### src/rtl/hazard_controller_pkg.sv
// Shared pipeline definitions: operand-forward encodings and hazard FSM types.
// The execute stage decodes the same FWD_* values on its operand muxes.
package hazard_controller_pkg;

  localparam int REG_W = 5;
  localparam int CNT_W = 4;
  localparam int STALL_CNT_W = 32;

  localparam logic [1:0] FWD_RF = 2'b00;
  localparam logic [1:0] FWD_W  = 2'b01;
  localparam logic [1:0] FWD_M  = 2'b10;

  typedef enum logic {
    ST_IDLE = 1'b0,
    ST_BUSY = 1'b1
  } hz_state_e;

  // Increment that sticks at all-ones instead of wrapping.
  function automatic logic [STALL_CNT_W-1:0] sat_inc(input logic [STALL_CNT_W-1:0] v);
    return (v == '1) ? v : v + 1'b1;
  endfunction

endpackage

### src/rtl/hazard_controller_fwd_select.sv
// One operand's forward select: M-stage result beats W-stage result, r0 never forwarded.
module fwd_select
  import hazard_controller_pkg::*;
(
  input  logic [REG_W-1:0] src_i,
  input  logic [REG_W-1:0] wr_reg_m_i,
  input  logic             reg_write_m_i,
  input  logic [REG_W-1:0] wr_reg_w_i,
  input  logic             reg_write_w_i,
  output logic [1:0]       sel_o
);

  logic hit_m;
  logic hit_w;

  assign hit_m = reg_write_m_i && (wr_reg_m_i != '0) && (wr_reg_m_i == src_i);
  assign hit_w = reg_write_w_i && (wr_reg_w_i != '0) && (wr_reg_w_i == src_i);

  always_comb begin
    sel_o = FWD_RF;
    if (hit_m) begin
      sel_o = FWD_M;
    end else if (hit_w) begin
      sel_o = FWD_W;
    end
  end

endmodule

### src/rtl/hazard_controller.sv
// Pipeline hazard unit: operand forwarding, load-use stall, multi-cycle ALU stall,
// branch flush and a saturating stall-cycle counter.
//
// state   | meaning
// --------+-----------------------------------------------------------
// ST_IDLE | no multi-cycle op in flight; load-use stalls may fire
// ST_BUSY | multi-cycle op held in E; cnt_q counts remaining stall cycles
module hazard_controller
  import hazard_controller_pkg::*;
#(
  parameter int MC_LATENCY = 4
) (
  input  logic                   clk,
  input  logic                   reset,
  input  logic [REG_W-1:0]       RsD,
  input  logic [REG_W-1:0]       RtD,
  input  logic [REG_W-1:0]       RcD,
  input  logic [REG_W-1:0]       RsE,
  input  logic [REG_W-1:0]       RtE,
  input  logic [REG_W-1:0]       RcE,
  input  logic [REG_W-1:0]       WriteRegE,
  input  logic [REG_W-1:0]       WriteRegM,
  input  logic [REG_W-1:0]       WriteRegW,
  input  logic                   RegWriteE,
  input  logic                   RegWriteM,
  input  logic                   RegWriteW,
  input  logic                   MemtoRegE,
  input  logic                   MultiCycleE,
  input  logic                   BranchTakenD,
  output logic [1:0]             ForwardAE,
  output logic [1:0]             ForwardBE,
  output logic [1:0]             ForwardCE,
  output logic                   StallF,
  output logic                   StallD,
  output logic                   StallE,
  output logic                   FlushD,
  output logic                   FlushE,
  output logic                   BubbleM,
  output logic [STALL_CNT_W-1:0] StallCount
);

  // First stall cycle is spent in IDLE, so BUSY only covers the remaining ones.
  localparam logic [CNT_W-1:0] MC_LOAD = CNT_W'(MC_LATENCY - 2);

  hz_state_e              state_q, state_d;
  logic [CNT_W-1:0]       cnt_q, cnt_d;
  logic [STALL_CNT_W-1:0] stall_count_q, stall_count_d;

  logic load_use;
  logic mcs;
  logic lu_stall;

  fwd_select u_fwd_a (
    .src_i         (RsE),
    .wr_reg_m_i    (WriteRegM),
    .reg_write_m_i (RegWriteM),
    .wr_reg_w_i    (WriteRegW),
    .reg_write_w_i (RegWriteW),
    .sel_o         (ForwardAE)
  );

  fwd_select u_fwd_b (
    .src_i         (RtE),
    .wr_reg_m_i    (WriteRegM),
    .reg_write_m_i (RegWriteM),
    .wr_reg_w_i    (WriteRegW),
    .reg_write_w_i (RegWriteW),
    .sel_o         (ForwardBE)
  );

  fwd_select u_fwd_c (
    .src_i         (RcE),
    .wr_reg_m_i    (WriteRegM),
    .reg_write_m_i (RegWriteM),
    .wr_reg_w_i    (WriteRegW),
    .reg_write_w_i (RegWriteW),
    .sel_o         (ForwardCE)
  );

  assign load_use = MemtoRegE && RegWriteE && (WriteRegE != '0) &&
                    ((WriteRegE == RsD) || (WriteRegE == RtD) || (WriteRegE == RcD));

  always_comb begin
    state_d  = state_q;
    cnt_d    = cnt_q;
    mcs      = 1'b0;
    lu_stall = 1'b0;
    if (!reset) begin
      unique case (state_q)
        ST_IDLE: begin
          if (MultiCycleE) begin
            mcs     = 1'b1;
            cnt_d   = MC_LOAD;
            state_d = ST_BUSY;
          end else if (load_use) begin
            lu_stall = 1'b1;
          end
        end
        ST_BUSY: begin
          if (cnt_q != '0) begin
            mcs   = 1'b1;
            cnt_d = cnt_q - 1'b1;
          end else begin
            state_d = ST_IDLE;
          end
        end
        default: state_d = ST_IDLE;
      endcase
    end
  end

  assign StallF  = mcs | lu_stall;
  assign StallD  = mcs | lu_stall;
  assign StallE  = mcs;
  assign BubbleM = mcs;
  assign FlushE  = lu_stall;
  // A branch under a stall is dropped here; D re-presents it once the stall clears.
  assign FlushD  = BranchTakenD && !StallD && !reset;

  assign stall_count_d = StallD ? sat_inc(stall_count_q) : stall_count_q;
  assign StallCount    = stall_count_q;

  always_ff @(posedge clk) begin
    if (reset) begin
      state_q       <= ST_IDLE;
      cnt_q         <= '0;
      stall_count_q <= '0;
    end else begin
      state_q       <= state_d;
      cnt_q         <= cnt_d;
      stall_count_q <= stall_count_d;
    end
  end

endmodule

### config.mk
export PLATFORM = sky130hd
export DESIGN_NAME = hazard_controller
export DESIGN_NICKNAME = d
export VERILOG_FILES = /design/src/rtl/hazard_controller_pkg.sv /design/src/rtl/hazard_controller_fwd_select.sv /design/src/rtl/hazard_controller.sv
export SDC_FILE = /design/constraint.sdc
export NUM_CORES = 1
export LEC_CHECK = 0
export BUFFER_PORTS_ARGS = -buffer_cell sky130_fd_sc_hd__buf_2
export CORE_ASPECT_RATIO = 0.8
export CORE_MARGIN = 2
export CORE_UTILIZATION = 35
export CTS_CLUSTER_SIZE = 8
export DETAILED_ROUTE_END_ITERATION = 6
export GPL_ROUTABILITY_DRIVEN = 0
export PLACE_DENSITY = 0.67
export SYNTH_ARGS = -nofsm -noshare
export SYNTH_HDL_FRONTEND = slang
export SYNTH_SLANG_ARGS = --single-unit
### constraint.sdc
create_clock -name clk -period 3.2 [get_ports clk]
set_clock_uncertainty 0.1 [all_clocks]
set_input_delay 0.16 -clock clk [delete_from_list [all_inputs] [get_ports clk]]
set_output_delay 0.16 -clock clk [all_outputs]
set_load 0.01 [all_outputs]
Word-level counts from Yosys, hierarchy flattened

Cells that the tools add are included.

Input port bits: 53
Bits in registers: 37
Output and inout bits: 44

Eq/ne operators: 12
Multiplexer cells: 17
Add/sub/neg operators: 2
Reductions and logical operators: 23
Bitwise operators: 3

Operators by type and width:

| kind                  | count |
|---|---|
| $eq 5x5->1            | 9 |
| $add 32x1->32 const B | 1 |
| $eq 32x32->1 const B  | 1 |
| $reduce_bool 5->1     | 3 |
| $logic_and 1x1->1     | 13 |
| $mux 1                | 10 |
| $mux 4                | 2 |
| $pmux 4 s2            | 1 |
| $mux 2                | 3 |
| $reduce_and 2->1      | 2 |
| $reduce_bool 4->1     | 1 |
| $sub 4x1->4 const B   | 1 |
| $logic_not 1->1       | 2 |
| $logic_or 1x1->1      | 2 |
| $ne 2x1->1 const B    | 1 |
| $ne 2x2->1 const B    | 1 |
| $not 1->1             | 2 |
| $pmux 1 s2            | 1 |
| $or 1x1->1            | 1 |

Longest topological paths before layout

Word-level depth: 12
Gate-level depth with buffers: 11

Modules after synthesis

From an unflattened synthesis, not the netlist that was laid out.

Cell total of the unflattened synthesis: 338
Area, all modules: 2752.6 um^2

Modules (own cells, without submodules):

| module            | area each (um^2) | cells an instance | times used |
|---|---|---|---|
| hazard_controller | 2275.9           | 275               | 1 |
| fwd_select        | 158.9            | 21                | 3 |

Least setup slack after synthesis

Ideal clock, no wire load.

Path kind: reg2out
Start point: register cnt_q[0]
End point: output port FlushD
Data required time: 2.940 ns
Path slack: 0.584 ns
Cell stages (with the launch flop): 10
Arrival time: 2.356 ns
Path buffers: 2
Cells stage by stage: dfxtp_1 inv_1 ha_1 or3b_1 a21oi_2 nor2_1 o41a_1 buf_4 buf_6 nor3b_1

Word-level cells in the longest chain between the ends: 8

Ends and longest elaborated chain:

| item                            | line                     | source |
|---|---|---|
| start, declared                 | hazard_controller.sv:46  | `logic [CNT_W-1:0] cnt_q, cnt_d;` |
| start signal, assigned          | hazard_controller.sv:130 | `cnt_q <= cnt_d;` |
| $reduce_bool 4->1               | hazard_controller.sv:100 | `if (cnt_q != '0) begin` |
| $mux 1                          | hazard_controller.sv:100 |  |
| $pmux 1 s2                      | hazard_controller.sv:89  | `unique case (state_q)` |
| $mux 1                          | hazard_controller.sv:88  | `if (!reset) begin` |
| net BubbleM                     | hazard_controller.sv:38  | `output logic BubbleM,` |
| $or 1x1->1                      | hazard_controller.sv:113 | `assign StallD = mcs \| lu_stall;` |
| net StallD                      | hazard_controller.sv:34  | `output logic StallD,` |
| $logic_not 1->1                 | hazard_controller.sv:118 | `assign FlushD = BranchTakenD && !StallD && !reset;` |
| $logic_and 1x1->1 (2 in series) | hazard_controller.sv:118 |  |
| end, declared                   | hazard_controller.sv:36  | `output logic FlushD,` |

The timed path passes the listed nets, and every way through them passes these cells.

Worst setup path after layout

Start point: register cnt_q[0]
End point: output port FlushD

Word-level cells in the longest chain between the ends: 8

Ends and longest elaborated chain:

| item                            | line |
|---|---|
| $reduce_bool 4->1               | hazard_controller.sv:100 |
| $mux 1                          | hazard_controller.sv:100 |
| $pmux 1 s2                      | hazard_controller.sv:89 |
| $mux 1                          | hazard_controller.sv:88 |
| $or 1x1->1                      | hazard_controller.sv:113 |
| $logic_not 1->1                 | hazard_controller.sv:118 |
| $logic_and 1x1->1 (2 in series) | hazard_controller.sv:118 |

Every way passes these cells.

==> out/qor.csv <==
metric,value,unit
status,finished clean,
cts_tree,yes,
ctsResizeCount,0,
wl_met3,254,um
synth-edff-count,0,
avgRoutedWirePerCell,13.2,um
grt_pass1_vias,2273,
syn_nets,350,
core,6860,um^2
timing.fmax,358,MHz
met1_length,3140,um
p_per_area,322,nW/um^2
ir_drop,0.211,mV
power_switching_share,26.3,%
hold_viol_final,0,
synth_compound_area_share,7.42,%
fin_crit,2.80,ns
hold_buffers,0,
maxSlewViolCount,0,
worst_pin_slew,0.752,ns
dpl_worst_slack,0.503,ns
synthDistinctLibCells,45,
cts.sinks,37,
grt_pass1_wl,10500,um
maxCapViolCount,0,
port_buffers,96,
nets,440,
synth.area.mux_share,0.813,%
syn_avg_cell_area,8.37,um^2
synth_top_family_by_area,simple AND/OR/NAND/NOR gates,
synth-seq-cells,37,
cpMaxStageDelayCell,o41a_1,
finalPower,978,uW
synth-simple-area-share,31.1,%
clkLatencyLatePin,0.28,ns
drc_errors,0,
ant_nets,0,
async_reset_ff_share,0,%
syn_area,2460,um^2
fin_ws,0.404,ns
syn_inst,294,
cts-root-to-sink-buffers,2,
first_iter_violations,105,
critPathLaunchType,register,
cts_buffers,5,
min_period_over_period,87.4,%
area_growth_syn_to_layout,23.3,%
ios,97,
utilization,44.2,%
hold_path_class,primary input to register,
die_area,7720,um^2
vias,2403,
final_area,3030,um^2
cp.required,2.94,ns
viasPerCell,5.10,
combPwrFrac,18.0,%
post_cts_buffers,0,
wl_met2,2740,um
clock-root-buffer,clkbuf_8,
clk_pin_slew,0.07,ns
yosysSeqAreaShare,30.1,%
seqPwrFrac,48.8,%
die_h,79,um
relSlewSlack,49.4,%
overflow,0,
crit_chain,"inv_1, ha_1, or3b_1, a21oi_2, nor2_1, o41a_1, nor3b_1, buf_2",
start_util,35.9,%
placedInstanceArea,2950,um^2
p_int,721,uW
layout-drive-gt1-share,28.9,%
track_usage,16.4,%
slowest_delay,0.57,ns
synth_ff_type,dfxtp_1,
yosys_warnings,0,
synth_adder_area_share,1.53,%
cellLeakagePower,1.28,nW
drt_wl_total,6220,um
antenna_cells,0,
clkPwrFrac,33.2,%
antenna_found_initial,0,
dr.pass1.iters,4,
cp-end-kind,primary output,
cp_max_fo,7,
rsz0062_at_grt,false,
rows,27,
htreeDepth,2,
criticalPathCategory,register to primary output,
synthXorXnorAreaFrac,23.5,%
top_layer,met4,
dp_hpwl,4950,um
r2r_slack,0.50,ns
p_switching,257,uW
setup_viol,0,
grt_max_degree,29,
dieWidth,97.8,um
tns,0,ns
arrival,2.54,ns
## final timing paths
path                 start       endpoint  depth (start not counted)
max               cnt_q[0]         FlushD                          8
min                  reset       cnt_q[0]                          2
max reg2reg       cnt_q[0]  StallCount[9]                         10
min reg2reg  StallCount[7]  StallCount[7]                          2
## critical path: cells and delay by family, from the launching register on
kind | cells | cell delay (ns)
fa+ha+maj | 1 | 0.13
simple gates | 3 | 0.72
buf+inv | 2 | 0.25
flops | 1 | 0.33
compound gates | 2 | 0.81
## cell usage in the layout, fill, tap and decap left out, types with 4 or more instances in the layout
cell      count
buf_2        96
xor2_1       45
dfxtp_1      37
nor2_1       31
nand3_1      23
xnor2_1      21
nand2_1      13
nand4_1      13
nor4_1       10
or4_1         9
a21oi_1       9
o21ai_0       8
nor3_1        8
or3_1         6
clkbuf_8      6
inv_1         5
and3_1        5
and4_1        4
## sequential cells by signal, summed over array words and instances, names as in the netlist
signal and count:
state_q 1, cnt_q 4, StallCount 32
## cells by family after synthesis
logic type | after synthesis
DFF | 37
muxes | 2
buffers and inverters | 20
adders and majority gates | 3
xor gates and xnor gates | 66
and+or+nand+nor | 136
AOI/OAI and AO/OA | 30
## power groups by stage
stage | sequential [mW] | clock (mW) | combinational [mW]
3_3_place_gp | 0.486 | 0 | 0.173
3_5_place_dp | 0.487 | 0 | 0.176
5_1_grt | 0.478 | 0.354 | 0.196
2_1_floorplan | 0.486 | 0 | 0.109
6_report | 0.477 | 0.324 | 0.176
4_1_cts | 0.476 | 0.332 | 0.177
## synthesized netlist by cell type, types with 2 or more instances
| master | n | area (um^2) |
|---|---|---|
| nand3_1 | 23 | 115 |
| and3_1 | 5 | 31.3 |
| or4_1 | 9 | 67.6 |
| o31ai_1 | 3 | 22.5 |
| ha_1 | 3 | 37.5 |
| o21ai_0 | 8 | 40.0 |
| clkbuf_1 | 3 | 11.3 |
| nand3b_1 | 2 | 15.0 |
| or3_1 | 6 | 37.5 |
| nor2_1 | 31 | 116 |
| xor2_1 | 45 | 394 |
| nand2_1 | 13 | 48.8 |
| a21oi_1 | 9 | 45.0 |
| and4_1 | 4 | 35.0 |
| mux2i_1 | 2 | 20.0 |
| xnor2_1 | 21 | 184 |
| buf_4 | 7 | 52.6 |
| o21ai_1 | 2 | 10.0 |
| inv_1 | 5 | 18.8 |
| nand4_1 | 13 | 81.3 |
| o211ai_1 | 2 | 15.0 |
| nor4_1 | 10 | 62.6 |
| dfxtp_1 | 37 | 741 |
| nor3_1 | 8 | 40.0 |
| buf_6 | 3 | 33.8 |
## metrics by stage
| stage | std cells | hold slack (ns) |
|---|---|---|
| 2_1_floorplan | 294 | 0.321 |
| 3_3_place_gp | 464 | 0.374 |
| 3_5_place_dp | 464 | 0.377 |
| 4_1_cts | 471 | 0.0779 |
| 5_1_grt | 471 | 0.0913 |
| 6_report | 471 | 0.0879 |
## layer usage
| layer | GRT usage [%] | vias up |
|---|---|---|
| li1 | - | 1223 |
| met1 | 22.4 | 1115 |
| met2 | 26.2 | 57 |
| met3 | 3.08 | 8 |
| met4 | 5.42 | 0 |
| met5 | 0 | - |
## layout make-up
class | instances | area (um^2)
sequential | 37 | 741
tap | 87 | 109
multi-input combinational | 237 | 1580
fill | 700 | 3820
inverter | 5 | 18.8
timing repair buffer | 98 | 495
clock buffer | 7 | 86.3
Note: power is estimated with default switching activity, not from simulation.
